[src/rtl/disp_pkg.sv]
// Shared types for the debug display selector.
// Mode encoding and the mode-advance helper.
package disp_pkg;

    typedef enum logic [1:0] {
        MODE_PC  = 2'd0,
        MODE_RS  = 2'd1,
        MODE_RT  = 2'd2,
        MODE_ALU = 2'd3
    } mode_e;

    function automatic mode_e mode_step(input mode_e m);
        mode_e n;
        unique case (m)
            MODE_PC:  n = MODE_RS;
            MODE_RS:  n = MODE_RT;
            MODE_RT:  n = MODE_ALU;
            MODE_ALU: n = MODE_PC;
            default:  n = MODE_PC;
        endcase
        return n;
    endfunction

endpackage

[src/rtl/btn_debounce.sv]
// Push-button conditioning: 2-flop synchronizer, debounce counter,
// and rising-edge press pulse on the accepted level.
module btn_debounce #(
    parameter int DEB_CYCLES = 1000000
) (
    input  logic clk,
    input  logic clr_n,
    input  logic btn_in,
    output logic level,
    output logic press
);

    localparam int CW = (DEB_CYCLES > 1) ? $clog2(DEB_CYCLES) : 1;
    localparam logic [CW-1:0] CNT_MAX = CW'(DEB_CYCLES - 1);

    logic          s1;
    logic          s2;
    logic          lvl_d;
    logic [CW-1:0] cnt;

    always_ff @(posedge clk or negedge clr_n) begin
        if (!clr_n) begin
            s1    <= 1'b0;
            s2    <= 1'b0;
            lvl_d <= 1'b0;
            level <= 1'b0;
            cnt   <= '0;
        end else begin
            s1    <= btn_in;
            s2    <= s1;
            lvl_d <= level;
            // any return to the accepted level restarts the stability count
            if (s2 == level) begin
                cnt <= '0;
            end else if (cnt == CNT_MAX) begin
                level <= s2;
                cnt   <= '0;
            end else begin
                cnt <= cnt + CW'(1);
            end
        end
    end

    assign press = level & ~lvl_d;

endmodule

[src/rtl/disp_sel.sv]
// Debug display selector: button-driven mode FSM and registered hex word.
// Freeze button logic is built only with DISP_SEL_HOLD_EN defined.
module disp_sel
    import disp_pkg::*;
#(
    parameter int DEB_CYCLES = 1000000
) (
    input  logic        clk,
    input  logic        clr_n,
    input  logic        btn_mode,
    input  logic        btn_hold,
    input  logic [31:0] pc,
    input  logic [31:0] next_pc,
    input  logic [31:0] rs_data,
    input  logic [31:0] rt_data,
    input  logic [31:0] alu_result,
    input  logic [31:0] db_data,
    input  logic [4:0]  rs_addr,
    input  logic [4:0]  rt_addr,
    output logic [15:0] disp_data,
    output logic [1:0]  mode,
    output logic        held
);

    mode_e       mode_q;
    mode_e       mode_d;
    logic        mode_lvl;
    logic        mode_press;
    logic        held_q;
    logic [15:0] src;

    btn_debounce #(.DEB_CYCLES(DEB_CYCLES)) u_mode_btn (
        .clk    (clk),
        .clr_n  (clr_n),
        .btn_in (btn_mode),
        .level  (mode_lvl),
        .press  (mode_press)
    );

`ifdef DISP_SEL_HOLD_EN
    logic hold_lvl;
    logic hold_press;
    logic unused_bits;

    btn_debounce #(.DEB_CYCLES(DEB_CYCLES)) u_hold_btn (
        .clk    (clk),
        .clr_n  (clr_n),
        .btn_in (btn_hold),
        .level  (hold_lvl),
        .press  (hold_press)
    );

    always_ff @(posedge clk or negedge clr_n) begin
        if (!clr_n) begin
            held_q <= 1'b0;
        end else if (hold_press) begin
            held_q <= ~held_q;
        end
    end

    assign unused_bits = &{1'b0, hold_lvl};
`else
    logic unused_bits;

    assign held_q      = 1'b0;
    assign unused_bits = &{1'b0, btn_hold};
`endif

    always_ff @(posedge clk or negedge clr_n) begin
        if (!clr_n) begin
            mode_q <= MODE_PC;
        end else begin
            mode_q <= mode_d;
        end
    end

    always_comb begin
        mode_d = mode_q;
        if (mode_press) begin
            mode_d = mode_step(mode_q);
        end
    end

    always_comb begin
        src = 16'h0000;
        unique case (mode_q)
            MODE_PC:  src = {pc[7:0], next_pc[7:0]};
            MODE_RS:  src = {3'b000, rs_addr, rs_data[7:0]};
            MODE_RT:  src = {3'b000, rt_addr, rt_data[7:0]};
            MODE_ALU: src = {alu_result[7:0], db_data[7:0]};
            default:  src = 16'h0000;
        endcase
    end

    always_ff @(posedge clk or negedge clr_n) begin
        if (!clr_n) begin
            disp_data <= 16'h0000;
        end else if (!held_q) begin
            disp_data <= src;
        end
    end

    logic unused_hi;
    assign unused_hi = &{1'b0, mode_lvl, unused_bits,
                         pc[31:8], next_pc[31:8],
                         rs_data[31:8], rt_data[31:8],
                         alu_result[31:8], db_data[31:8]};

    assign mode = mode_q;
    assign held = held_q;

endmodule

[config.mk]
export PLATFORM = sky130hd
export DESIGN_NAME = disp_sel
export DESIGN_NICKNAME = d
export VERILOG_FILES = /design/src/rtl/disp_pkg.sv /design/src/rtl/btn_debounce.sv /design/src/rtl/disp_sel.sv
export SDC_FILE = /design/constraint.sdc
export NUM_CORES = 1
export LEC_CHECK = 0
export CAP_MARGIN = 20
export CELL_PAD_IN_SITES_DETAIL_PLACEMENT = 1
export CELL_PAD_IN_SITES_GLOBAL_PLACEMENT = 1
export CORE_MARGIN = 4
export CORE_UTILIZATION = 20
export CTS_BUF_LIST = sky130_fd_sc_hd__clkbuf_4 sky130_fd_sc_hd__clkbuf_8
export DETAILED_ROUTE_END_ITERATION = 8
export HOLD_SLACK_MARGIN = 0.06
export PLACE_DENSITY = 0.95
export SYNTH_ARGS = -nofsm -noshare
export SYNTH_HDL_FRONTEND = slang
export SYNTH_SLANG_ARGS = --single-unit
export TNS_END_PERCENT = 50
[constraint.sdc]
create_clock -name clk -period 3.4 [get_ports clk]
set_input_delay 1.02 -clock clk [delete_from_list [all_inputs] [get_ports clk]]
set_output_delay 1.02 -clock clk [all_outputs]
set_load 0.02 [all_outputs]
# --- Word-level counts from Yosys, hierarchy flattened ---
# Index checks and enable logic that the tools add are counted.
# Widths: inputs -> output; s select.
totals:
  reg_bits: 42
  latchBits: 0
  ram_bits: 0
  rom_bits: 0
  out_inout_bits: 19
  mem_count: 0
classes:
  n_addsub: 1
  n_mul: 0
  div: 0
  order_cmp: 0
  n_eq_ne: 5
  shift: 0
  muxes: 4
  n_bitwise: 3
  reduce_logical: 2
op_table:
  columns: ["op", "n"]
  rows:
  - ["$pmux 16 s4", 1]
  - ["$mux 20", 2]
  - ["$add 20x1->20 const B", 1]
  - ["$eq 20x20->1 const B", 1]
  - ["$pmux 2 s4", 1]
  - ["$eq 2x2->1 const B", 2]
  - ["$eq 2x1->1 const B", 1]
  - ["$logic_not 2->1", 1]
  - ["$not 1->1", 2]
  - ["$reduce_and 2->1", 1]
  - ["$and 1x1->1", 1]
  - ["$eq 1x1->1", 1]

# --- Logic depth before layout (Yosys ltp) ---
# Gate-level depths: netlist of run 1.
logic_depth:
  word_depth: 3
  ltp_mapped: 7
  ltp_nobuf: 5

# --- Cells and area by module ---
# A second synthesis of run 1 with hierarchy kept.
unflattened:
  cells_unflattened: 188
  area_unflattened_um2: 2065.7
modules_own_cells:
  columns: ["module", "n_inst", "cells_per_inst", "area_per_inst_um2", "seq_area_each_um2"]
  rows:
  - ["btn_debounce", 1, 110, 1146.1, 600.6]
  - ["disp_sel", 1, 78, 919.6, 450.4]

# --- Least setup slack after synthesis of run 1 ---
# No wires, ideal clock.
synth_timing:
  path_kind: "register to register"
  start: "register u_mode_btn.cnt[0]"
  end: "register u_mode_btn.cnt[2]"
  arrival_ns: 1.602
  t_required_ns: 3.268
  path_slack_ns: 1.666
  path_stages_with_launch: 8
  path_buffers: 2
  path_cell_list: "dfrtp_1 -> ha_1 -> and2_1 -> clkbuf_1 -> nand2_1 -> o31ai_1 -> clkbuf_1 -> nor2_1"
synth_via:
  elab_chain_len: 3
synth_rtl:
  columns: ["element", "line_no", "source"]
  rows:
  - ["from (decl)", "btn_debounce.sv:19", "logic [CW-1:0] cnt;"]
  - ["from (signal assigned)", "btn_debounce.sv:39", "cnt <= cnt + CW'(1);"]
  - ["$add 20x1->20 / $eq 20x20->1 (equally long branches)", "btn_debounce.sv:39, btn_debounce.sv:35", null]
  - ["$mux 20 *", "btn_debounce.sv:35", "end else if (cnt == CNT_MAX) begin"]
  - ["$mux 20 *", "btn_debounce.sv:33", "if (s2 == level) begin"]
# Every way passes the cells marked *; elsewhere a longest branch is shown, timed or not.
# A chain may end at the register's enable or synchronous reset.

# --- Worst setup path in the final report of run 1 ---
layout_timing:
  start: "register mode_q[1] (netlist: mode[1])"
  end: "output mode[1]"
layout_lines:
  columns: ["element", "line_no", "source"]
  rows:
  - ["from (decl)", "disp_sel.sv:25", "mode_e mode_q;"]
  - ["from (signal assigned)", "disp_sel.sv:73", "mode_q <= mode_d;"]
  - ["to (decl)", "disp_sel.sv:21", "output logic [1:0] mode,"]
# No word-level cell between the ends.

==> out/metrics.csv, run 1 <==
stage,metric,value,unit
cells_and_area,Fillers,1162,
power,Clock power frac,38.8,%
synthesis,Post-synth ARST share,100,%
power,switching part of the total power,22.4,%
grt,global route overflow,0,
clock_network,Bufs on Longest Clock Path,2,
critical_path,R2R Path End,u_mode_btn.cnt[17]$_DFF_PN0_,
synthesis,Syn Area/Cell,10.4,sq um
timing,Worst slew margin,34.7,%
power,Reg power frac,48.5,%
place,final RePlAce weighted congestion,0.830,
critical_path,Crit Path Max Fanout,5,
clock_network,# H-tree levels,2,
routing,total wire length,6430,um
routing,routed len/inst,15.8,um
critical_path,CP peak stage delay,650,ps
power,leak pwr,1.32,nW
timing,"Setup violations, final",0,
die,Die X,109,um
critical_path,FF-to-FF path depth,4,
synthesis,Syn Inst Count,197,
clock_network,CTS tree,done,
grt,global-route wire length before repair,10300,um
critical_path,crit-path cells,clkdlybuf4s50_1,
timing,Layout Skew,7.32,ps
synthesis,library cells used by synthesis,31,
clock_network,clock slew seen by the registers of the worst setup and hold paths,80,ps
power,Pint,832,uW
cells_and_area,Total Nets Final,484,
critical_path,Critical Path RT,2380,ps
hold_path,Hold Path Stages,0,
run,Max Cap Viol,0,
clock_network,clk sinks,42,
synthesis,Syn Std Cell Area,2060,sq um
synthesis,total number of yosys warnings,0,
clock_network,CTS Hold Buffers Added,0,
critical_path,Worst path slowest cell,clkdlybuf4s50_1,
timing,"Slew Viols, Final",0,
routing,final antenna-violating net count,0,
grt,initial antenna violation count,0,
routing,vias per cell,4.58,
die,Starting Density,20.7,%
clock_network,"Clk Latency, worst-skew pair",300,ps
clock_network,post-cts resize count,0,
critical_path,Worst setup EP type,output port,
cells_and_area,synth-to-layout area growth,49.9,%
critical_path,Crit Path Class,reg2out,
routing,drt first pass iters,4,
power,NetSw,241,uW
routing,DR iter-0 viols,74,
critical_path,Critical Path AT,1370,ps
synthesis,Post-synth EDFFs,0,
power,worst vdd ir,0.164,mV
synthesis,synthesis-stage register bit count,42,
clock_network,clock buffers created by TritonCTS,5,
timing,Fin Setup TNS,0,ps
critical_path,crit start category,flip-flop,
place,placed cell areas,2970,sq um
clock_network,total setup buffers inserted after CTS,0,
cells_and_area,Finished Cell Area,3080,sq um
cells_and_area,fraction of layout cells with a size suffix above 1,6.23,%
critical_path,CP Buf/Inv Count,1,
timing,Tcrit/Tclk final,70.2,%
cells_and_area,most frequent cells in the layout,"77 x clkdlybuf4s50_1, 42 x dfrtp_1, 19 x inv_1",
timing,Tmin final,2390,ps
clock_network,Root Buffer,clkbuf_8,
grt,GRT Resource Usage Total,11.3,%
die,die area,12000,sq um
power,power density cells,348,nW/um^2
critical_path,Top delay family on crit path,buffers and inverters,
critical_path,flop2flop setup slack,1440,ps
hold_path,worst hold start,u_mode_btn.s1$_DFF_PN0_,
cells_and_area,ant diodes,0,
place,Post-Place Cells,399,
timing,Slew @ Worst Pin,979,ps
synthesis,ys flop type,dfrtp_1,
power,logic gate share of total power,12.7,%
die,num rows,36,
hold_path,Worst Hold Path EP,u_mode_btn.s2$_DFF_PN0_,
timing,maximum clock frequency,419,MHz
timing,Hold Fails Final Rpt,0,
cells_and_area,"Cell Count, Final, Fillers Out",406,
routing,DRC,0,
grt,vias in the first global route,2055,
critical_path,reg2reg start,u_mode_btn.cnt[6]$_DFF_PN0_,
synthesis,Synth Net Count,408,
hold_path,worst min-delay path category,reg2reg,
die,die height,109,um
die,io pins,225,
outcome,status,completed,
die,Core Box Area,9910,sq um
grt,largest net degree at the start of global routing,43,
timing,RSZ-0062 raised after global routing,no,
synthesis,sequential-to-total area share from yosys stat,51.1,%
routing,routed via count,1860,
place,HPWL after detailed placement,5170,um
place,Port Buffers,78,
cells_and_area,"commonest non-fill, non-tap cell in the layout",clkdlybuf4s50_1,
-- per-layer routing --
metal | wire length [um] | vias to the layer above | share of wire, % | global-route usage, %
li1 | - | 854 | - | -
met4 | 135 | 0 | 2.1 | 4.10
met5 | 0 | - | 0 | 0
met3 | 602 | 12 | 9.4 | 4.82
met2 | 3310 | 80 | 51 | 20.5
met1 | 2390 | 914 | 37 | 11.5
-- power groups by stage --
stage | sequential [mW] | combinational (mW) | clock [mW]
finish | 0.520 | 0.136 | 0.416
detailed placement | 0.530 | 0.138 | 0
floorplan | 0.541 | 0.0182 | 0
CTS | 0.521 | 0.139 | 0.420
global route | 0.522 | 0.147 | 0.442
global placement | 0.529 | 0.133 | 0
-- worst max path at each step --
| stage | startpoint | slack (ps) | depth (start not counted) | end |
|---|---|---|---|---|
| after floorplan | u_mode_btn.cnt[0]$_DFF_PN0_ | 1670 | 7 | u_mode_btn.cnt[2]$_DFF_PN0_ |
| after global placement | rt_data[5] | 1260 | 3 | disp_data[5]$_DFF_PN0_ |
| after detailed placement | rt_data[4] | 1200 | 3 | disp_data[4]$_DFF_PN0_ |
| after CTS | mode[1]$_DFFE_PN0P_ | 1010 | 1 | mode[1] |
| after global routing | mode[1]$_DFFE_PN0P_ | 950 | 1 | mode[1] |
| final | mode[1]$_DFFE_PN0P_ | 1010 | 1 | mode[1] |
-- kinds of logic (layout without fill, tap and decap cells) --
| group | after synthesis | after routing | synth area share, % |
|---|---|---|---|
| adder cells (fa/ha/maj) | 5 | 5 | 3.04 |
| flip-flops | 42 | 42 | 51.1 |
| AO/OA/AOI/OAI | 32 | 32 | 11.7 |
| other | 1 | 1 | 0.182 |
| XOR/XNOR | 12 | 12 | 5.11 |
| AND/OR/NAND/NOR | 61 | 61 | 15.9 |
| buffers and inverters | 29 | 105 | 5.48 |
| multiplexers | 15 | 15 | 7.43 |
-- Yosys cell counts (all sizes together), types with 2 or more instances --
cell type,instances,area (sq um)
a31o,2,17.5
nand3,5,25.0
nor2,16,60.1
o21ai,6,30.0
mux2i,13,130
o31ai,2,15.0
a222oi,13,130
xor2,6,52.6
nand4,8,65.1
mux2,2,22.5
xnor2,6,52.6
or3,3,18.8
nor4,2,12.5
a21oi,8,40.0
dfrtp,42,1050
and3,3,18.8
clkbuf,9,33.8
inv,19,71.3
or4b,2,23.8
nor3,4,20.0
ha,5,62.6
nand2,14,52.6
-- through the flow --
stage / hold WS [ps] / util, % / worst slack [ps] / power (mW)
2_1_floorplan: 331 / - / 1670 / 0.559
3_3_place_gp: 341 / 30.0 / 1260 / 0.663
3_5_place_dp: 343 / 30.0 / 1200 / 0.669
4_1_cts: 365 / 31.1 / 1010 / 1.08
5_1_grt: 375 / 31.1 / 954 / 1.11
6_report: 359 / 31.1 / 1010 / 1.07
-- sequential cells by signal (all words and copies together) (netlist names) --
name	flops
u_mode_btn.cnt	20
u_mode_btn.s1	1
disp_data	16
u_mode_btn.lvl_d	1
u_mode_btn.level	1
mode	2
u_mode_btn.s2	1
-- layout make-up --
class	instances	area [sq um]	share of cell area [%]
well taps	133	166	5.40
inverters	19	71.3	2.31
clock buffers	6	82.6	2.68
multi-input cells	126	897	29.1
clock inverters	1	30.0	0.974
flip-flops and latches	42	1050	34.1
repair buffers	79	783	25.4
(Power assumes the default switching activity.)
==> inputs of run 2 (changes only) <==
- CORE_UTILIZATION: 20 -> 19
- PLACE_DENSITY: 0.95 -> 0.94
- clock period: 3.4 -> 2.3 ns (I/O delays scaled with it)
==> run 2 against run 1 <==
Register-to-register slack worse by 980 ps. Utilization is 1.2 points lower. Sequential cell count unchanged. Sequential share of layout area fell by 0.34 points. Wire length down 4.7%. Clock power increased by 46%. Final cell count up 1.7%. Worst hold slack about the same. Sequential power grew 48%. Total power increased by 47%. Critical path type unchanged.
==> out/metrics.csv, run 2 (synthesis gave the netlist of run 1 again) <==
stage,metric,value,unit,change
die,Die X,112,um,+2.4%
clock_network,CTS Hold Buffers Added,0,,unchanged
place,Port Buffers,78,,unchanged
hold_path,worst min-delay path category,reg2reg,,
cells_and_area,fraction of layout cells with a size suffix above 1,7.58,%,+1.4 points
cells_and_area,synth-to-layout area growth,51.4,%,
grt,initial antenna violation count,0,,unchanged
critical_path,Critical Path AT,1360,ps,about the same
clock_network,Bufs on Longest Clock Path,2,,unchanged
power,leak pwr,1.34,nW,+1.0%
place,HPWL after detailed placement,4740,um,-8.5%
routing,routed len/inst,14.8,um,-6.3%
die,Starting Density,19.7,%,-1.0 points
critical_path,Worst setup EP type,output port,,
cells_and_area,register area,1050,sq um,unchanged
die,die height,112,um,+2.4%
clock_network,"Clk Latency, worst-skew pair",300,ps,about the same
grt,GRT Resource Usage Total,9.85,%,-1.4 points
timing,hold slack final,359,ps,-0.138 ps
die,num rows,37,,+2.8%
die,io pins,225,,unchanged
critical_path,CP Buf/Inv Count,1,,unchanged
timing,"Slew Viols, Final",0,,unchanged
routing,drt first pass iters,5,,+1
routing,DR iter-0 viols,95,,+28%
grt,global route overflow,0,,unchanged
timing,Slew @ Worst Pin,599,ps,-380 ps
critical_path,Top delay family on crit path,buffers and inverters,,
power,worst vdd ir,0.266,mV,+62%
critical_path,crit-path cells,clkdlybuf4s50_1,,
cells_and_area,most frequent cells in the layout,"77 x clkdlybuf4s50_1, 42 x dfrtp_1, 19 x inv_1",,
clock_network,post-cts resize count,0,,unchanged
critical_path,Crit Path Max Fanout,5,,unchanged
critical_path,Worst path slowest cell,clkdlybuf4s50_1,,
power,power density cells,507,nW/um^2,+46%
clock_network,CTS tree,done,,
clock_network,# H-tree levels,2,,unchanged
routing,total wire length,6130,um,-4.7%
place,final RePlAce weighted congestion,0.852,,+2.6%
critical_path,CP peak stage delay,650,ps,about the same
cells_and_area,"commonest non-fill, non-tap cell in the layout",clkdlybuf4s50_1,,
timing,"Setup violations, final",0,,unchanged
timing,Worst slew margin,60.0,%,+25 points
grt,largest net degree at the start of global routing,43,,unchanged
timing,maximum clock frequency,488,MHz,
timing,Hold Fails Final Rpt,0,,unchanged
cells_and_area,max FFs per register,20,,unchanged
timing,Fin Setup TNS,0,ps,unchanged
critical_path,flop2flop setup slack,460,ps,-980 ps
cells_and_area,area occupied by multi-input gates,897,sq um,unchanged
timing,Tcrit/Tclk final,89.2,%,
critical_path,Critical Path RT,1610,ps,-770 ps
cells_and_area,final core utilization,29.9,%,-1.2 points
routing,DRC,0,,unchanged
grt,global-route wire length before repair,10200,um,-0.87%
die,Core Box Area,10400,sq um,+5.1%
routing,routed via count,1874,,+0.75%
cells_and_area,Total Nets Final,487,,+0.62%
place,placed cell areas,3000,sq um,+0.88%
timing,Tmin final,2050,ps,
cells_and_area,Finished Cell Area,3110,sq um,+1.0%
clock_network,clk sinks,42,,unchanged
cells_and_area,ant diodes,0,,unchanged
die,die area,12500,sq um,+4.9%
critical_path,Crit Path Class,reg2out,,
timing,RSZ-0062 raised after global routing,no,,
outcome,status,completed,,
clock_network,clock buffers created by TritonCTS,5,,unchanged
routing,final antenna-violating net count,0,,unchanged
routing,vias per cell,4.54,,-0.95%
timing,Layout Skew,5.93,ps,-1.39 ps
power,Tot Pwr,1.58,mW,+47%
cells_and_area,Biggest register,u_mode_btn.cnt,,
clock_network,clock slew seen by the registers of the worst setup and hold paths,90,ps,about the same
cells_and_area,Fillers,1190,,+2.4%
run,Max Cap Viol,0,,unchanged
clock_network,Root Buffer,clkbuf_8,,
critical_path,crit start category,flip-flop,,
clock_network,total setup buffers inserted after CTS,0,,unchanged
grt,vias in the first global route,2163,,+5.3%
run 2: per-layer routing:
metal | up-vias | share of wire [%] | GRT usage, %
li1 | 860 | - | -
met1 | 920 | 38 | 10.1
met2 | 83 | 52 | 18.5
met3 | 11 | 8.6 | 3.67
met4 | 0 | 2.0 | 3.21
met5 | - | 0 | 0
run 2: final cells by class:
type | instances | share of cell area, %
Clock buffer | 5 | 2.21
Inverter | 19 | 2.29
Tap cell | 136 | 5.47
Sequential cell | 42 | 33.8
Clock inverter | 3 | 1.57
Timing Repair Buffer | 82 | 25.9
Multi-Input combinational cell | 126 | 28.8
run 2: report_power, final:
| group | internal [mW] | switching, mW | total (mW) |
|---|---|---|---|
| logic | 0.126 | 0.0780 | 0.204 |
| registers | 0.758 | 0.00974 | 0.768 |
| clock network | 0.331 | 0.277 | 0.608 |
run 2: metrics by stage:
| stage | setup WS (ps) | std cells |
|---|---|---|
| 6_report | 249 | 413 |
| 3_3_place_gp | 525 | 405 |
| 5_1_grt | 198 | 413 |
| 4_1_cts | 251 | 413 |
| 2_1_floorplan | 566 | 197 |
| 3_5_place_dp | 500 | 405 |
run 2: worst paths after layout:
check	cells past startpoint	endpoint	from
setup / recovery	1	mode[1]	mode[1]$_DFFE_PN0P_
hold reg to reg	0	u_mode_btn.s2$_DFF_PN0_	u_mode_btn.s1$_DFF_PN0_
hold / removal	0	u_mode_btn.s2$_DFF_PN0_	u_mode_btn.s1$_DFF_PN0_
max in group asynchronous	2	disp_data[10]$_DFF_PN0_	clr_n
min in group asynchronous	2	u_mode_btn.cnt[19]$_DFF_PN0_	clr_n
setup reg to reg	4	u_mode_btn.cnt[18]$_DFF_PN0_	u_mode_btn.cnt[6]$_DFF_PN0_
==> inputs of run 3 (changes only) <==
- ABC_AREA: default -> 1
- CTS_CLUSTER_SIZE: default -> 14
==> run 3 against run 2 <==
Utilization fell by 0.71 points. Worst hold slack got worse by 0.51 ps. Largest cell class unchanged. Final cell count rose by 16%.
==> out/metrics.csv, run 3 <==
stage,metric,value,unit,change
outcome,status,completed,,
place,Setup WS pre-CTS,276,ps,-224 ps
critical_path,CP peak stage delay,650,ps,about the same
grt,initial antenna violation count,0,,unchanged
synthesis,library cells used by synthesis,27,,-13%
clock_network,clk sinks,42,,unchanged
power,power density cells,497,nW/um^2,-2.1%
routing,DR iter-0 viols,97,,+2.1%
cells_and_area,Total Nets Final,549,,+13%
routing,drt first pass iters,4,,-1
cells_and_area,"Cell Count, Final, Fillers Out",479,,+16%
routing,total wire length,6950,um,+13%
clock_network,clock slew seen by the registers of the worst setup and hold paths,80,ps,about the same
timing,Layout Skew,4.40,ps,-1.54 ps
synthesis,Syn Area/Cell,8.24,sq um,-21%
cells_and_area,Biggest register,u_mode_btn.cnt,,
place,HPWL after detailed placement,5570,um,+18%
synthesis,"count leader, synth",nand2_1,,
critical_path,flop2flop setup slack,260,ps,-200 ps
critical_path,reg2reg start,mode[0]$_DFFE_PN0P_,,
die,die height,114,um,+2.0%
clock_network,CTS tree,done,,
timing,Slew @ Worst Pin,675,ps,+75.6 ps
synthesis,Post-synth ARST share,100,%,unchanged
power,worst vdd ir,0.320,mV,+21%
place,Port Buffers,78,,unchanged
synthesis,total number of yosys warnings,0,,unchanged
synthesis,Syn Std Cell Area,2140,sq um,+4.3%
synthesis,synthesis-stage register bit count,42,,unchanged
clock_network,Root Buffer,clkbuf_8,,
routing,routed len/inst,14.5,um,-2.3%
grt,vias in the first global route,2338,,+8.1%
routing,DRC,0,,unchanged
critical_path,Worst setup EP type,output port,,
die,die area,13000,sq um,+4.0%
timing,final worst slack,238,ps,-10.9 ps
synthesis,Synth Net Count,471,,+15%
synthesis,largest area contributor in the netlist,dfrtp_1,,
timing,Fin Setup TNS,0,ps,unchanged
grt,largest net degree at the start of global routing,23,,-47%
die,num rows,38,,+2.7%
grt,global route overflow,0,,unchanged
clock_network,Bufs on Longest Clock Path,2,,unchanged
clock_network,post-cts resize count,0,,unchanged
timing,"Setup violations, final",0,,unchanged
critical_path,FF-to-FF path depth,5,,+1
timing,Tcrit/Tclk final,89.7,%,+0.48 points
timing,RSZ-0062 raised after global routing,no,,
cells_and_area,final core utilization,29.2,%,-0.71 points
cells_and_area,"commonest non-fill, non-tap cell in the layout",clkdlybuf4s50_1,,
timing,maximum clock frequency,485,MHz,-0.53%
grt,global-route wire length before repair,11400,um,+12%
critical_path,crit-path cells,clkdlybuf4s50_1,,
routing,final antenna-violating net count,0,,unchanged
place,final RePlAce weighted congestion,0.849,,-0.33%
grt,GRT Resource Usage Total,11.1,%,+1.3 points
run,Max Cap Viol,0,,unchanged
critical_path,Worst path slowest cell,clkdlybuf4s50_1,,
clock_network,clock buffers created by TritonCTS,5,,unchanged
clock_network,# H-tree levels,2,,unchanged
timing,Worst slew margin,55.0,%,-5.0 points
synthesis,area fraction of the dominant cell type after synthesis,49.0,%,-2.1 points
synthesis,"top cells by area, synth","dfrtp_1 49%, nand2_1 9.5%, nor2_1 8.9%",,
critical_path,Crit Path Max Fanout,4,,-1
critical_path,Crit Path Class,reg2out,,
clock_network,CTS Hold Buffers Added,0,,unchanged
critical_path,Critical Path RT,1610,ps,about the same
timing,Tmin final,2060,ps,+10.9 ps
cells_and_area,fraction of layout cells with a size suffix above 1,7.08,%,-0.50 points
synthesis,ys flop type,dfrtp_1,,
timing,hold slack final,359,ps,-0.508 ps
synthesis,Syn Inst Count,260,,+32%
synthesis,sequential-to-total area share from yosys stat,49.0,%,-2.1 points
clock_network,total setup buffers inserted after CTS,0,,unchanged
critical_path,Critical Path AT,1370,ps,about the same
place,Post-Place Cells,471,,+16%
die,Starting Density,19.6,%,-0.14 points
die,io pins,225,,unchanged
hold_path,worst min-delay path category,in2async,,
cells_and_area,synth-to-layout area growth,48.9,%,
cells_and_area,most frequent cells in the layout,"77 x clkdlybuf4s50_1, 54 x nand2_1, 51 x nor2_1",,
clock_network,"Clk Latency, worst-skew pair",300,ps,about the same
critical_path,CP Buf/Inv Count,1,,unchanged
critical_path,R2R Path End,disp_data[9]$_DFF_PN0_,,
die,Die X,114,um,+2.0%
power,Tot Pwr,1.58,mW,+0.35%
cells_and_area,ant diodes,0,,unchanged
cells_and_area,Finished Cell Area,3190,sq um,+2.5%
timing,"Slew Viols, Final",0,,unchanged
die,Core Box Area,10900,sq um,+5.0%
synthesis,Post-synth top cells,"54 x nand2_1, 51 x nor2_1, 42 x dfrtp_1",,
timing,Hold Fails Final Rpt,0,,unchanged
place,placed cell areas,3080,sq um,+2.7%
critical_path,crit start category,flip-flop,,
cells_and_area,max FFs per register,20,,unchanged
routing,vias per cell,4.33,,-4.6%
synthesis,Post-synth EDFFs,0,,unchanged
critical_path,Top delay family on crit path,buffers and inverters,,
power,leak pwr,1.26,nW,-6.0%
routing,routed via count,2073,,+11%
-- run 3: cell type report --
class,instances,area [sq um]
clock buffers,6,76.3
clock inverters,2,37.5
fillers,1321,7740
inverters,16,60.1
multi-input cells,194,995
flip-flops and latches,42,1050
well taps,140,175
repair buffers,79,796
-- run 3: power by group --
part	total, mW	switching, mW	internal [mW]
combinational	0.213	0.0834	0.129
sequential	0.768	0.0103	0.758
clock	0.604	0.268	0.336
-- run 3: worst max path at each step --
stage                              from                      end  slack [ps]  cells after the start
detailed placement  mode[0]$_DFFE_PN0P_   disp_data[9]$_DFF_PN0_         280                      5
floorplan           mode[0]$_DFFE_PN0P_  disp_data[11]$_DFF_PN0_         810                      7
global route        mode[1]$_DFFE_PN0P_  disp_data[12]$_DFF_PN0_          90                      5
finish              mode[0]$_DFFE_PN0P_                  mode[0]         240                      1
CTS                 mode[0]$_DFFE_PN0P_                  mode[0]         220                      1
global placement    mode[0]$_DFFE_PN0P_   disp_data[9]$_DFF_PN0_         390                      5
-- run 3: cells by family (layout without fill, tap and decap cells) --
kind of cell | count (synthesis) | in the layout | share of synthesized area [%]
simple gates | 140 | 140 | 28.9
flops | 42 | 42 | 49.0
compound gates | 37 | 37 | 9.57
buf+inv | 24 | 103 | 4.55
xor+xnor | 11 | 11 | 4.85
fa+ha+maj | 5 | 5 | 2.92
other cells | 1 | 1 | 0.175
-- run 3: worst register-to-register path: cells and delay by family, from the launching register on --
kind	cells	cell delay, ps
AO/OA/AOI/OAI	1	90
adder cells (fa/ha/maj)	1	600
buffers and inverters	2	580
flip-flops	1	440
AND/OR/NAND/NOR	1	200
-- run 3: metal layers --
layer / vias up / share of wire (%) / track usage [%]
li1: 996 / - / -
met1: 978 / 37 / 11.3
met2: 89 / 51 / 20.3
met4: 0 / 2.5 / 4.99
met3: 10 / 9.5 / 4.18
met5: - / 0 / 0
